`src/rtl/wdt_servicer_if.sv`:
```
// Watchdog link between the servicer and a watchdog timer.
//   restart  : one-cycle restart pulse toward the watchdog
//   enable   : watchdog enable level
//   timeout  : watchdog timeout level back to the servicer
// master = servicing side (wdt_servicer), slave = watchdog side.
interface wdt_servicer_if;
  logic restart;
  logic enable;
  logic timeout;

  modport master (output restart, output enable, input timeout);
  modport slave  (input restart, input enable, output timeout);
endinterface

```
`src/rtl/wdt_servicer.sv`:
```
// Watchdog servicer: keeps a watchdog fed while the supervised task shows signs of life.
// A restart is issued once per KICK_PERIOD cycles, but only if a heartbeat arrived in that
// period. After MISS_LIMIT empty periods the watchdog is starved; on its timeout a system
// reset request is held for RESET_CYCLES cycles and a saturating fault counter increments.
//
// Ports:
//   clk, rst_n     clock, asynchronous active-low reset
//   svc_en         servicing enable level
//   heartbeat      one-cycle pulse from the supervised task
//   wd             watchdog link (restart/enable out, timeout in), registered outputs
//   sys_reset_req  system reset request, registered
//   fault_count    saturating count of faults
//
// Build option: define WDT_SVC_WINDOW_EN for windowed servicing, where a heartbeat earlier
// than MIN_GAP cycles into a period is treated like a timeout.
module wdt_servicer #(
  parameter int unsigned KICK_PERIOD  = 8,
  parameter int unsigned MISS_LIMIT   = 2,
  parameter int unsigned RESET_CYCLES = 4,
  parameter int unsigned FAULT_W      = 4,
  parameter int unsigned MIN_GAP      = 3
) (
  input  logic               clk,
  input  logic               rst_n,
  input  logic               svc_en,
  input  logic               heartbeat,
  wdt_servicer_if.master     wd,
  output logic               sys_reset_req,
  output logic [FAULT_W-1:0] fault_count
);

  if (KICK_PERIOD < 2 || KICK_PERIOD > 14 || MISS_LIMIT < 1 || MISS_LIMIT > 7 ||
      RESET_CYCLES < 1 || RESET_CYCLES > 15 || MIN_GAP >= KICK_PERIOD) begin : g_bad_params
    $error("wdt_servicer: parameter out of range");
  end

  typedef enum logic [2:0] {StIdle, StArm, StRun, StStarve, StFault} state_e;

  state_e             state_q, state_d;
  logic [3:0]         cnt_q, cnt_d;
  logic [2:0]         miss_q, miss_d;
  logic               hb_seen_q, hb_seen_d;
  logic [3:0]         rst_cnt_q, rst_cnt_d;
  logic               restart_q, restart_d;
  logic               enable_q, enable_d;
  logic               srr_q, srr_d;
  logic [FAULT_W-1:0] fault_q, fault_d;

  logic boundary;
  logic early;
  logic trip;

  assign boundary = (cnt_q == 4'(KICK_PERIOD - 1));

`ifdef WDT_SVC_WINDOW_EN
  // A heartbeat too soon after the period start means the task is running away.
  assign early = (state_q == StRun) && heartbeat && (cnt_q < 4'(MIN_GAP));
`else
  assign early = 1'b0;
`endif

  assign trip = wd.timeout | early;

  always_comb begin
    state_d   = state_q;
    cnt_d     = cnt_q;
    miss_d    = miss_q;
    hb_seen_d = hb_seen_q;
    rst_cnt_d = rst_cnt_q;
    fault_d   = fault_q;
    restart_d = 1'b0;
    enable_d  = 1'b0;
    srr_d     = 1'b0;

    unique case (state_q)
      StIdle: begin
        if (svc_en) state_d = StArm;
      end
      StArm: begin
        if (!svc_en) begin
          state_d = StIdle;
        end else begin
          state_d   = StRun;
          restart_d = 1'b1;
          enable_d  = 1'b1;
          cnt_d     = '0;
          miss_d    = '0;
          hb_seen_d = 1'b0;
        end
      end
      StRun, StStarve: begin
        // Priority: servicing disabled > timeout/early kick > period boundary.
        if (!svc_en) begin
          state_d = StIdle;
        end else if (trip) begin
          state_d   = StFault;
          srr_d     = 1'b1;
          rst_cnt_d = '0;
          if (fault_q != {FAULT_W{1'b1}}) fault_d = fault_q + 1'b1;
        end else begin
          enable_d = 1'b1;
          if (state_q == StRun) begin
            if (boundary) begin
              cnt_d     = '0;
              hb_seen_d = 1'b0;
              // A heartbeat landing in the boundary cycle still earns this period's kick.
              if (hb_seen_q || heartbeat) begin
                restart_d = 1'b1;
                miss_d    = '0;
              end else begin
                miss_d = miss_q + 3'd1;
                if (miss_q + 3'd1 == 3'(MISS_LIMIT)) state_d = StStarve;
              end
            end else begin
              cnt_d     = cnt_q + 4'd1;
              hb_seen_d = hb_seen_q | heartbeat;
            end
          end
        end
      end
      StFault: begin
        if (rst_cnt_q == 4'(RESET_CYCLES - 1)) begin
          state_d = svc_en ? StArm : StIdle;
        end else begin
          rst_cnt_d = rst_cnt_q + 4'd1;
          srr_d     = 1'b1;
        end
      end
      default: state_d = StIdle;
    endcase
  end

  always_ff @(posedge clk or negedge rst_n) begin
    if (!rst_n) begin
      state_q   <= StIdle;
      cnt_q     <= '0;
      miss_q    <= '0;
      hb_seen_q <= 1'b0;
      rst_cnt_q <= '0;
      restart_q <= 1'b0;
      enable_q  <= 1'b0;
      srr_q     <= 1'b0;
      fault_q   <= '0;
    end else begin
      state_q   <= state_d;
      cnt_q     <= cnt_d;
      miss_q    <= miss_d;
      hb_seen_q <= hb_seen_d;
      rst_cnt_q <= rst_cnt_d;
      restart_q <= restart_d;
      enable_q  <= enable_d;
      srr_q     <= srr_d;
      fault_q   <= fault_d;
    end
  end

  assign wd.restart    = restart_q;
  assign wd.enable     = enable_q;
  assign sys_reset_req = srr_q;
  assign fault_count   = fault_q;

endmodule

```
`src/flat_wrapper.sv`:
```
// flat-port wrapper written by rule: the top's interface ports become plain ports
module wdt_servicer_flat 
#(
  parameter int unsigned KICK_PERIOD  = 8,
  parameter int unsigned MISS_LIMIT   = 2,
  parameter int unsigned RESET_CYCLES = 4,
  parameter int unsigned FAULT_W      = 4,
  parameter int unsigned MIN_GAP      = 3
)
  (clk, rst_n, svc_en, heartbeat, sys_reset_req, fault_count, wd_restart, wd_enable, wd_timeout);
  wdt_servicer_if wd_i ();
  input  logic clk;
  input  logic rst_n;
  input  logic svc_en;
  input  logic heartbeat;
  output logic sys_reset_req;
  output logic [FAULT_W-1:0] fault_count;
  output wire logic [$bits(wd_i.restart)-1:0] wd_restart;
  output wire logic [$bits(wd_i.enable)-1:0] wd_enable;
  input wire logic [$bits(wd_i.timeout)-1:0] wd_timeout;
  assign wd_restart = wd_i.restart;
  assign wd_enable = wd_i.enable;
  assign wd_i.timeout = wd_timeout;
  wdt_servicer #(.KICK_PERIOD(KICK_PERIOD), .MISS_LIMIT(MISS_LIMIT), .RESET_CYCLES(RESET_CYCLES), .FAULT_W(FAULT_W), .MIN_GAP(MIN_GAP)) u_core (.clk(clk), .rst_n(rst_n), .svc_en(svc_en), .heartbeat(heartbeat), .wd(wd_i), .sys_reset_req(sys_reset_req), .fault_count(fault_count));
endmodule
```
`config.mk`:
```
export PLATFORM = sky130hd
export DESIGN_NAME = wdt_servicer_flat
export DESIGN_NICKNAME = d
export VERILOG_FILES = /design/src/rtl/wdt_servicer_if.sv /design/src/rtl/wdt_servicer.sv /design/src/flat_wrapper.sv
export SDC_FILE = /design/constraint.sdc
export NUM_CORES = 1
export LEC_CHECK = 0
export ABC_AREA = 1
export CAP_MARGIN = 10
export CORE_UTILIZATION = 59
export DETAILED_ROUTE_END_ITERATION = 7
export GPL_TIMING_DRIVEN = 0
export PLACE_DENSITY = 0.86
export SLEW_MARGIN = 0
export SYNTH_ARGS = -nofsm -noshare
export SYNTH_HDL_FRONTEND = slang
export SYNTH_SLANG_ARGS = --single-unit
export TNS_END_PERCENT = 10
```
`constraint.sdc`:
```
create_clock -name clk -period 2.4 [get_ports clk]
set_input_delay 0.72 -clock clk [delete_from_list [all_inputs] [get_ports clk]]
set_output_delay 0.72 -clock clk [all_outputs]
set_load 0.01 [all_outputs]
```
==> run_results.csv, run 1 <==
group,metric,value,unit
outcome,outcome,"complete, no violations",
power_and_ir_drop,combPwrFrac,41.0,%
power_and_ir_drop,power,1280,uW
synthesis,synth_top_area_cell,"dfrtp_1",
layout,nets,169,
layout,layout-drive-gt1-share,17.2,%
drt,drt_iter0_markers,9,
synthesis,synth_top_cell_area_share,45.3,%
power_and_ir_drop,clkPwrFrac,13.1,%
drt,routed_via_density,5.08,
placed_design,port-buffer-count,11,
floorplan,fp-row-count,16,
min_path,hold_class,"reg2reg",
floorplan,die_h,47.4,um
clock_network,clock_path_buffers,2,
global_route,grt-ovfl-total,0,
power_and_ir_drop,seq_power_share,45.9,%
worst_setup_path,path_cells,"clkdlybuf4s50_1",
synthesis,synth-seq-cells,22,
clock_network,hold_buffers,0,
worst_setup_path,crit_slowest_cell,"clkdlybuf4s50_1",
clock_network,cts_tree,"built",
global_route,grt_pass1_wl,3420,um
drt,dr.pass1.iters,4,
timing,fin_crit_sh,84.8,%
drt,route.vias.total,934,
global_route,grt_max_degree,23,
power_and_ir_drop,p_sw,517,uW
timing,setup_tns,0,ns
timing,hold_viol,0,
timing,slew_viol_final,0,
placed_design,gp_congestion,0.774,
synthesis,ys_warn_count,0,
worst_setup_path,cpPeakStageDelay,0.57,ns
synthesis,seq_area_frac_synth,45.3,%
worst_setup_path,crit_arrival,1.32,ns
timing,finClkSkew,0.00213,ns
floorplan,dieArea,0.00225,sq mm
worst_setup_path,cp.required,1.68,ns
worst_setup_path,cp-start-kind,"register",
synthesis,synthesis.area,0.00122,sq mm
timing,rsz0062_at_grt,"no",
drt,ant_nets,0,
power_and_ir_drop,netSwitchingFraction,40.4,%
global_route,grt_pass1_vias,838,
clock_network,clock-root-buffer,"clkbuf_4",
global_route,antenna_found_initial,0,
floorplan,initial_core_util,62.6,%
clock_network,cts.sinks,22,
clock_network,cts_buffers,3,
floorplan,num_io_pins,12,
timing,min_period,2.04,ns
drt,routedWlPerCell,11.1,um
clock_network,clkTransAtPathRegs,0.11,ns
synthesis,syn_inst,143,
timing,clock.fmax,491,MHz
layout,area_delta_synth_final,13.7,%
layout,final_common_cell,"nand2_1",
drt,drt_wl_total,2040,um
clock_network,insertion_delay,0.31,ns
timing,worstMarginPinSlew,0.977,ns
power_and_ir_drop,power.density,926,mW/mm^2
floorplan,core_area,0.00194,sq mm
power_and_ir_drop,intPower,763,uW
global_route,grt_usage,22.2,%
layout,layout_common_cells,"41 x nand2_1, 22 x dfrtp_1, 13 x inv_1",
clock_network,cts_resized,0,
worst_setup_path,path_max_fanout,5,
worst_setup_path,cp_num_buf_inv,1,
placed_design,detailedPlacementHpwl,1510,um
worst_setup_path,crit_family,"buffers and inverters",
synthesis,ys_top_cells_by_area,"dfrtp_1 45%, nand2_1 13%, ha_1 5.1%",
clock_network,h-tree-depth,1,
synthesis,synth_fp_nets,153,
run,cap_violations,0,
power_and_ir_drop,vdd_drop_max,0.608,mV
clock_network,postCtsSetupBuffers,0,
synthesis,synth_cell_type_count,23,
timing,setup_violations,0,
synthesis,synth.avg_cell_area,8.50,sq um
drt,drcViolationCount,0,
worst_setup_path,end_kind,"output pin",
timing,max_slew_margin,34.7,%
worst_setup_path,critPathKind,"reg2out",
floorplan,fp.dieW,47.4,um
power_and_ir_drop,p_leak,0.000683,uW
layout,diodes,0,
## per-layer routing
| metal | track usage, % | part of all wire, % | vias up |
|---|---|---|---|
| li1 | - | - | 483 |
| met1 | 27.2 | 42 | 431 |
| met2 | 38.1 | 53 | 15 |
| met3 | 3.46 | 3.0 | 5 |
| met4 | 10.3 | 2.3 | 0 |
| met5 | 0 | 0 | - |
## worst paths after layout
check                                             startpoint                                end  slack [ns]  cells past startpoint
max in group asynchronous                              rst_n  u_core.fault_count[1]$_DFFE_PN0P_        0.88                      1
min                             u_core.hb_seen_q$_DFFE_PN0P_       u_core.hb_seen_q$_DFFE_PN0P_        0.50                      2
min reg2reg                     u_core.hb_seen_q$_DFFE_PN0P_       u_core.hb_seen_q$_DFFE_PN0P_        0.50                      2
min in group asynchronous                              rst_n       u_core.miss_q[2]$_DFFE_PN0P_        0.94                      1
max reg2reg                  u_core.rst_cnt_q[0]$_DFFE_PN0P_    u_core.rst_cnt_q[2]$_DFFE_PN0P_        1.01                      8
max                        u_core.fault_count[2]$_DFFE_PN0P_                     fault_count[2]        0.36                      1
## power by group through the flow
stage	logic, uW	registers (uW)	clock network (uW)
6_report	524	588	168
5_1_grt	605	605	187
4_1_cts	533	588	175
3_5_place_dp	526	594	0
3_3_place_gp	504	582	0
2_1_floorplan	352	591	0
## kinds of logic (layout without fill, tap and decap cells)
kind of cell | after synthesis | in the layout | synth area share (%)
fa+ha+maj | 5 | 5 | 5.14
flops | 22 | 22 | 45.3
buf+inv | 19 | 33 | 6.07
xor+xnor | 5 | 5 | 3.60
simple gates | 81 | 81 | 33.3
compound gates | 11 | 11 | 6.58
## synth_stat cells
library cell,n
dfrtp_1,22
ha_1,5
inv_1,13
inv_2,5
inv_4,1
nand2_1,41
nand2_2,2
nand2_4,3
nand3_1,10
nand3_2,1
nand3b_1,1
nand4_1,3
nor2_1,12
nor2_2,1
nor2_4,4
nor3_2,1
o21ai_0,1
o21ai_1,3
o21ai_2,6
o31ai_1,1
or2_1,2
xnor2_1,3
xor2_1,2
## sequential cells by signal, summed over array words and instances (netlist names)
signal,count
u_core.wd.enable,1
u_core.wd.restart,1
u_core.sys_reset_req,1
u_core.miss_q,3
u_core.fault_count,4
u_core.rst_cnt_q,4
u_core.hb_seen_q,1
u_core.state_q,3
u_core.cnt_q,4
## area by class of cell
type	count	area, sq um
well taps	27	33.8
multi-input cells	102	592
repair buffers	11	110
flip-flops and latches	22	551
fillers	180	559
clock buffers	3	22.5
inverters	19	73.8
## per-stage QoR
step                std cells  cell area [sq um]  util (%)  setup slack, ns  hold slack, ns
floorplan                 143               1220         -             1.01           0.424
global placement          181               1360      70.0            0.372           0.469
detailed placement        181               1360      70.0            0.338           0.478
global route              184               1380      71.2            0.307           0.538
CTS                       184               1380      71.2            0.347           0.507
finish                    184               1380      71.2            0.364           0.501
## tightest hold or removal path, cell delays in order (launching register included)
cell and delay [ns]:
dfrtp_1 0.37, nand2_1 0.06, o21ai_2 0.05
(Power assumes the default switching activity.)
==> inputs of run 2 (changes only) <==
--- a/config.mk
+++ b/config.mk
@@ -7,10 +7,10 @@
 export LEC_CHECK = 0
 export ABC_AREA = 1
 export CAP_MARGIN = 10
-export CORE_UTILIZATION = 59
+export CORE_UTILIZATION = 55
 export DETAILED_ROUTE_END_ITERATION = 7
 export GPL_TIMING_DRIVEN = 0
-export PLACE_DENSITY = 0.86
+export PLACE_DENSITY = 0.81
 export SLEW_MARGIN = 0
 export SYNTH_ARGS = -nofsm -noshare
 export SYNTH_HDL_FRONTEND = slang
==> constraint.sdc (replaced) <==
create_clock -name clk -period 2 [get_ports clk]
set_input_delay 0.6 -clock clk [delete_from_list [all_inputs] [get_ports clk]]
set_output_delay 0.6 -clock clk [all_outputs]
set_load 0.01 [all_outputs]
==> run 2 against run 1 <==
Clock power increased by 110%. Die area increased by 7.0%. Non-clock buffer count unchanged. Largest power group unchanged. Count of clock-buffer cells in the layout unchanged. Clock skew increased by 0.0061 ns. Final cell count increased by 0.54%. Largest cell class unchanged. Combinational power increased by 21%. Register-to-register slack got worse by 0.39 ns.
==> run_results.csv, run 2 (synthesized netlist as in run 1, its figures left out) <==
group,metric,value,unit
drt,top_layer,"met4",
layout,nets,169,
worst_setup_path,cp-start-kind,"register",
global_route,antenna_found_initial,0,
drt,routed_via_density,5.17,
worst_setup_path,critPathKind,"reg2out",
global_route,grt_max_degree,23,
worst_setup_path,crit_slowest_cell,"clkdlybuf4s50_1",
power_and_ir_drop,netSwitchingFraction,38.0,%
timing,max_slew_margin,36.4,%
worst_setup_path,crit_arrival,1.34,ns
power_and_ir_drop,seq_power_share,42.0,%
timing,worstMarginPinSlew,0.951,ns
power_and_ir_drop,combPwrFrac,37.6,%
power_and_ir_drop,p_sw,640,uW
placed_design,dp_slack,0.0641,ns
worst_setup_path,cp.required,1.40,ns
drt,dr.pass1.iters,4,
global_route,grt-ovfl-total,0,
drt,drcViolationCount,0,
floorplan,dieArea,0.00240,sq mm
clock_network,hold_buffers,0,
power_and_ir_drop,power.density,1190,mW/mm^2
clock_network,cts_buffers,3,
placed_design,gp_congestion,0.806,
timing,slew_viol_final,0,
drt,route.vias.total,957,
drt,ant_nets,0,
drt,routedWlPerCell,11.6,um
layout,final_common_cell,"nand2_1",
timing,setup_tns,0,ns
drt,wl_met1,932,um
floorplan,num_io_pins,12,
power_and_ir_drop,vdd_drop_max,0.741,mV
clock_network,cts_resized,0,
layout,nFillCells,166,
clock_network,clock_path_buffers,2,
clock_network,cts.sinks,22,
placed_design,placed_area,0.00136,sq mm
timing,fin_crit_sh,97.2,%
layout,layout_common_cells,"41 x nand2_1, 22 x dfrtp_1, 13 x inv_1",
clock_network,h-tree-depth,1,
timing,clock.fmax,515,MHz
drt,drt_iter0_markers,19,
worst_setup_path,cp_num_buf_inv,1,
floorplan,fp-row-count,16,
clock_network,clock-root-buffer,"clkbuf_4",
timing,setup_violations,0,
floorplan,core_area,0.00202,sq mm
layout,fin_util,69.9,%
worst_setup_path,cpPeakStageDelay,0.57,ns
drt,wl_met3,113,um
power_and_ir_drop,clkPwrFrac,20.5,%
worst_setup_path,path_max_fanout,5,
worst_setup_path,end_kind,"output pin",
global_route,grt_pass1_wl,3710,um
power_and_ir_drop,p_leak,0.000698,uW
timing,timing.final.ws_setup,0.0568,ns
layout,layout-drive-gt1-share,17.7,%
worst_setup_path,crit_family,"buffers and inverters",
global_route,grt_pass1_vias,871,
clock_network,clkTransAtPathRegs,0.13,ns
timing,min_period,1.94,ns
clock_network,postCtsSetupBuffers,0,
drt,dr_wl_met2,1050,um
layout,area_delta_synth_final,16.2,%
floorplan,die_h,49.0,um
layout,final_area,0.00141,sq mm
placed_design,port-buffer-count,11,
global_route,grt_usage,20.7,%
floorplan,initial_core_util,60.1,%
clock_network,insertion_delay,0.32,ns
placed_design,detailedPlacementHpwl,1540,um
run,cap_violations,0,
timing,rsz0062_at_grt,"no",
clock_network,cts_tree,"built",
worst_setup_path,path_cells,"clkdlybuf4s50_1",
min_path,hold_class,"reg2reg",
layout,diodes,0,
outcome,outcome,"complete, no violations",
floorplan,fp.dieW,49.0,um
timing,finClkSkew,0.00822,ns
power_and_ir_drop,intPower,1050,uW
timing,hold_viol,0,
drt,drt_wl_total,2150,um
-- run 2: worst paths after layout --
path,start,cells after the start,to,slack [ns]
max,u_core.fault_count[2]$_DFFE_PN0P_,1,fault_count[2],0.06
min,u_core.hb_seen_q$_DFFE_PN0P_,2,u_core.hb_seen_q$_DFFE_PN0P_,0.50
max reg2reg,u_core.cnt_q[0]$_DFFE_PN0P_,8,u_core.miss_q[2]$_DFFE_PN0P_,0.62
min reg2reg,u_core.hb_seen_q$_DFFE_PN0P_,2,u_core.hb_seen_q$_DFFE_PN0P_,0.50
max in group asynchronous,rst_n,1,u_core.miss_q[0]$_DFFE_PN0P_,0.62
min in group asynchronous,rst_n,1,u_core.cnt_q[3]$_DFFE_PN0P_,0.79
-- run 2: worst min-delay path, stage by stage (launching register included) --
cell,delay [ns]
dfrtp_1,0.37
nand2_1,0.06
o21ai_2,0.05
-- run 2: layout make-up --
cell class,instances,area [sq um],area share [%]
clock buffer,3,22.5,1.59
clock inverter,1,30.0,2.13
inverter,19,73.8,5.23
multi-input combinational,102,592,41.9
sequential,22,551,39.0
tap,27,33.8,2.39
timing repair buffer,11,110,7.79
-- run 2: power by group through the flow --
| stage | Combinational [uW] | Sequential, uW | Clock [uW] |
|---|---|---|---|
| global route | 708 | 725 | 373 |
| finish | 633 | 708 | 345 |
| detailed placement | 632 | 714 | 0 |
| floorplan | 423 | 709 | 0 |
| global placement | 606 | 702 | 0 |
| CTS | 642 | 708 | 354 |
-- run 2: stage by stage --
step / power, uW / std cells / hold WS (ns)
after floorplan: 1130 / 143 / 0.304
after global placement: 1310 / 181 / 0.468
after detailed placement: 1350 / 181 / 0.471
after CTS: 1700 / 185 / 0.503
after global routing: 1810 / 185 / 0.535
final: 1690 / 185 / 0.502
-- run 2: layer usage --
metal	up-vias	track usage, %
li1	482	-
met1	437	26.3
met2	31	34.0
met3	7	2.80
met4	0	11.8
met5	-	0
